## config.mk

```make
export PLATFORM = sky130hd
export DESIGN_NAME = bp_cce_mem_cmd_credit_buffer
export DESIGN_NICKNAME = d
export VERILOG_FILES = /design/src/rtl/bp_cce_mem_cmd_credit_buffer.sv
export SDC_FILE = /design/constraint.sdc
export NUM_CORES = 1
export LEC_CHECK = 0
export BUFFER_PORTS_ARGS = -buffer_cell sky130_fd_sc_hd__buf_2
export CORE_UTILIZATION = 52
export DETAILED_ROUTE_END_ITERATION = 10
export PLACE_DENSITY = 0.84
export SLEW_MARGIN = 30
export SYNTH_ARGS = -nofsm -noshare
export SYNTH_HDL_FRONTEND = slang
export SYNTH_SLANG_ARGS = --single-unit
```

## constraint.sdc

```tcl
create_clock -name clk_i -period 5 [get_ports clk_i]
set_input_delay 0.75 -clock clk_i [delete_from_list [all_inputs] [get_ports clk_i]]
set_output_delay 0.75 -clock clk_i [all_outputs]
set_load 0.05 [all_outputs]
```

## src/rtl/bp_cce_mem_cmd_credit_buffer.sv

```systemverilog
`default_nettype none
// ============================================================================
//  Module   : bp_cce_mem_cmd_credit_buffer
//  Purpose  : Outbound buffer between the CCE message unit's memory-command
//             port and the memory network. Commands enter an els_p-deep FIFO
//             through a ready&valid handshake and leave through a valid->yumi
//             handshake. A credit counter bounds the number of outstanding
//             memory commands; each consumed mem_resp returns one credit.
//
//  Ports    : clk_i, reset_n_i           clock, async active-low reset
//             mem_cmd_i/_v_i/_ready_o    enqueue side (message unit)
//             mem_cmd_o/_v_o/_yumi_i     dequeue side (memory network)
//             mem_resp_yumi_i            credit return
//             credit_count_o             credits currently available
//             credits_empty_o/_full_o    count == 0 / count == credits_p
//             credit_err_o               sticky: credit returned while full
//
//  Revision : 1.0  initial release
// ============================================================================
module bp_cce_mem_cmd_credit_buffer #(
    parameter  int msg_width_p = 64,
    parameter  int els_p       = 2,
    parameter  int credits_p   = 8,
    localparam int ptr_w       = (els_p > 1) ? $clog2(els_p) : 1,
    localparam int cnt_w       = $clog2(credits_p + 1)
) (
    input  logic                   clk_i,
    input  logic                   reset_n_i,

    input  logic [msg_width_p-1:0] mem_cmd_i,
    input  logic                   mem_cmd_v_i,
    output logic                   mem_cmd_ready_o,

    output logic [msg_width_p-1:0] mem_cmd_o,
    output logic                   mem_cmd_v_o,
    input  logic                   mem_cmd_yumi_i,

    input  logic                   mem_resp_yumi_i,

    output logic [cnt_w-1:0]       credit_count_o,
    output logic                   credits_empty_o,
    output logic                   credits_full_o,
    output logic                   credit_err_o
);

    localparam int                 c_occ_w       = $clog2(els_p + 1);
    localparam logic [ptr_w-1:0]   c_last_ptr    = ptr_w'(els_p - 1);
    localparam logic [c_occ_w-1:0] c_occ_full    = c_occ_w'(els_p);
    localparam logic [cnt_w-1:0]   c_credits_max = cnt_w'(credits_p);

    logic [msg_width_p-1:0] r_mem [els_p];
    logic [ptr_w-1:0]       r_wptr;
    logic [ptr_w-1:0]       r_rptr;
    logic [c_occ_w-1:0]     r_occ;
    logic [cnt_w-1:0]       r_credits;
    logic                   r_err;

    logic                   w_full;
    logic                   w_empty;
    logic                   w_enq;
    logic                   w_deq;
    logic                   w_ret;

    assign w_full  = (r_occ == c_occ_full);
    assign w_empty = (r_occ == '0);

    // Ready depends only on registered occupancy, so a dequeue in the same
    // cycle never opens a slot combinationally.
    assign mem_cmd_ready_o = ~w_full;
    assign mem_cmd_v_o     = ~w_empty & (r_credits != '0);
    assign mem_cmd_o       = r_mem[r_rptr];

    assign w_enq = mem_cmd_v_i & mem_cmd_ready_o;
    // A yumi without valid is a protocol violation; masking it here keeps
    // pointers and credits untouched in that case.
    assign w_deq = mem_cmd_yumi_i & mem_cmd_v_o;
    assign w_ret = mem_resp_yumi_i;

    assign credit_count_o  = r_credits;
    assign credits_empty_o = (r_credits == '0);
    assign credits_full_o  = (r_credits == c_credits_max);
    assign credit_err_o    = r_err;

    // Storage carries no reset: contents are only observed behind valid.
    always_ff @(posedge clk_i) begin
        if (w_enq) begin
            r_mem[r_wptr] <= mem_cmd_i;
        end
    end

    always_ff @(posedge clk_i or negedge reset_n_i) begin
        if (!reset_n_i) begin
            r_wptr <= '0;
            r_rptr <= '0;
            r_occ  <= '0;
        end else begin
            if (w_enq) begin
                r_wptr <= (r_wptr == c_last_ptr) ? '0 : r_wptr + ptr_w'(1);
            end
            if (w_deq) begin
                r_rptr <= (r_rptr == c_last_ptr) ? '0 : r_rptr + ptr_w'(1);
            end
            if (w_enq && !w_deq) begin
                r_occ <= r_occ + c_occ_w'(1);
            end else if (w_deq && !w_enq) begin
                r_occ <= r_occ - c_occ_w'(1);
            end
        end
    end

    // Underflow is impossible since dequeue requires a nonzero count.
    // A return with nothing outstanding saturates and latches the error.
    always_ff @(posedge clk_i or negedge reset_n_i) begin
        if (!reset_n_i) begin
            r_credits <= c_credits_max;
            r_err     <= 1'b0;
        end else begin
            if (w_deq && !w_ret) begin
                r_credits <= r_credits - cnt_w'(1);
            end else if (w_ret && !w_deq) begin
                if (r_credits == c_credits_max) begin
                    r_err <= 1'b1;
                end else begin
                    r_credits <= r_credits + cnt_w'(1);
                end
            end
        end
    end

endmodule
`default_nettype wire

```

==> flow_summary_export.csv <==
group,metric,value,unit
outcome,status,"completed",
cts,cts_max_level,4,
die,initial_core_util,54.6,%
sta,worst_pin_slew,942,ps
global_routing,track_usage,18.6,%
cts,ctsResizeCount,0,
setup_path,cp-start-kind,"flop",
flow_run,maxCapViolCount,0,
global_routing,grt_pass1_vias,2835,
die,core-area,9420,µm²
cts,clock_latency,500,ps
setup_path,path_max_fanout,38,
cts,cts.clk_slew.worst_paths,70,ps
setup_path,setup.worst_path.end_class,"output port",
sta,timing.setup.tns,0,ps
synthesis,yosysWarnings,0,
die,dieWidth,101,µm
setup_path,critPathKind,"flop to output port",
setup_path,critPathRequiredTime,4250,ps
sta,finalSetupViolations,0,
place,hpwl,6010,µm
synthesis,synth_nets,324,
pwr,p_per_area,743,nW/µm²
synthesis,syn_inst,249,
place,placement.io_buffers,141,
finish,mostFrequentLayoutCell,"buf_2",
finish,fin_area,6620,µm²
cts,ctsLongestPathBuffers,2,
synthesis,synth_compound_area_share,0.754,%
route,ant_nets,0,
sta,rsz0062_at_grt,"false",
finish,antenna_cells,0,
cts,cts_tree,"done",
route,via_per_inst,5.01,
sta,slew_headroom,37.2,%
die,io_pins,142,
sta,hold_violations,0,
place,placedCellCount,516,
cts,cts_num_sinks,137,
setup_path,crit_arrival,2510,ps
synthesis,synth_top_family_by_area,"multiplexers",
cts,postCtsSetupBuffers,0,
global_routing,antenna_found_initial,1,
synthesis,synth-seq-cells,137,
route,drt-wirelength-per-cell,16.6,µm
sta,clock_skew,7.00,ps
route,drc,0,
min_path,hold_class,"input pin to async pin",
die,die_area,10300,µm²
sta,fmax,0.306,GHz
finish,instances_no_fill,548,
global_routing,gr-total-overflow,0,
global_routing,grt_pass1_wl,13800,µm
synthesis,synth_xor_area_share,1.36,%
synthesis,synthSimpleGateAreaFrac,1.85,%
synthesis,syn_avg_cell_area,20.7,µm²
finish,drive_gt1_share,59.2,%
place,place_area,6040,µm²
synthesis,synth-adder-area-share,1.61,%
sta,period_minus_slack,3260,ps
die,rows,35,
sta,hold_slack,92.7,ps
sta,fin_crit_sh,65.3,%
synthesis,synth.cell_area,5140,µm²
synthesis,synth.mux.area_fraction,14.2,%
sta,slew_violations,0,
route,drt_iter0_drc,105,
die,die_h,101,µm
route,first_pass_iters,4,
cts,cts_buffers,17,
finish,nets,481,
finish,area_growth_syn_to_layout,28.6,%
route,vias,2746,
route,routed_wl,9100,µm
synthesis,yosysSeqAreaShare,79.1,%
synthesis,ys_types,23,
place,gp_congestion,0.664,
global_routing,grt_max_degree,39,
cts,cts-root-buf,"clkbuf_8",
pwr,power.leakage,2.58,nW
cts,hold_buffers,0,
finish,final_cell_mix,"buf_2 (141), edfxtp_1 (128), mux2_2 (64), clkbuf_16 (16), dfrtp_1 (7)",
pwr,ir_worst_vdd,571,µV
-- synth_stat cells (all sizes together) --
library cell  number  share of area (%)
a21o               2               0.29
a21oi              1              0.097
a31o               1               0.17
and3               1               0.12
buf                7               0.68
dfrtp              8                3.9
dfstp              1               0.51
edfxtp           128                 75
fa                 1               0.39
ha                 5                1.2
inv                6               0.44
mux2              64                 14
mux2i              1               0.19
nand2              4               0.34
nand2b             1               0.12
nor2               5               0.36
nor3               1               0.19
nor4               1               0.24
nor4b              1               0.46
o21ai              2               0.19
xnor2              5               0.85
xor2               3               0.51
-- per-stage QoR --
| step | setup slack, ps | power (W) | utilization [%] |
|---|---|---|---|
| final | 1740 | 0.00492 | 70.3 |
| after CTS | 1680 | 0.00496 | 70.3 |
| after detailed placement | 2220 | 0.00375 | 64.1 |
| after global placement | 2210 | 0.00369 | 63.8 |
| after floorplan | 760 | 0.00332 | - |
| after global routing | 1570 | 0.00512 | 70.3 |
-- layer usage --
metal | up-vias | wire, µm | track usage (%)
li1 | 1285 | - | -
met1 | 1334 | 3710 | 22.3
met2 | 113 | 4670 | 31.9
met3 | 12 | 613 | 5.52
met4 | 2 | 83 | 7.36
met5 | - | 13 | 0
-- path summary, 6_finish.rpt --
check                      depth (start not counted)  slack, ps                end               from
min reg2reg                                        1        480       credit_err_o       credit_err_o
max in group asynchronous                          1       4650  credit_count_o[3]          reset_n_i
max                                                3       1740      mem_cmd_o[50]             r_rptr
min in group clk_i                                 1        430       r_mem[1][51]      mem_cmd_i[51]
max reg2reg                                       10       2480  credit_count_o[3]  credit_count_o[0]
min                                                1         90  credit_count_o[0]          reset_n_i
-- critical path, stage by stage, from the launching register on --
cell and delay (ps):
dfrtp_2 920, buf_4 480, mux2_2 390, buf_2 210
-- cell families (layout without fill, tap and decap cells) --
family          after synthesis  count (layout)
fa+ha+maj                     6               6
flops                       137             137
compound gates                6               6
simple gates                 14              14
mux                          65              65
buf+inv                      13             183
xor+xnor                      8               8
-- power by group --
| part | switching (W) | total, W | internal (W) | leakage (nW) |
|---|---|---|---|---|
| clock | 0.000479 | 0.00120 | 0.000721 | 0.280 |
| sequential | 0.000161 | 0.00174 | 0.00158 | 1.29 |
| combinational | 0.00141 | 0.00198 | 0.000565 | 1.00 |
-- registers in the layout, indices dropped and copies added, names as in the netlist --
| register | count |
|---|---|
| r_occ | 2 |
| r_wptr | 1 |
| credit_count_o | 4 |
| r_mem | 128 |
| credit_err_o | 1 |
| r_rptr | 1 |
-- layout make-up --
type                            count  area [µm²]
Fill cell                         635        2800
Inverter                            6        22.5
Clock buffer                       18         418
Multi-Input combinational cell     99        1030
Sequential cell                   137        4070
Clock inverter                     14         161
Tap cell                          129         161
Timing Repair Buffer              145         756
Power figures use the tool's default switching activity.
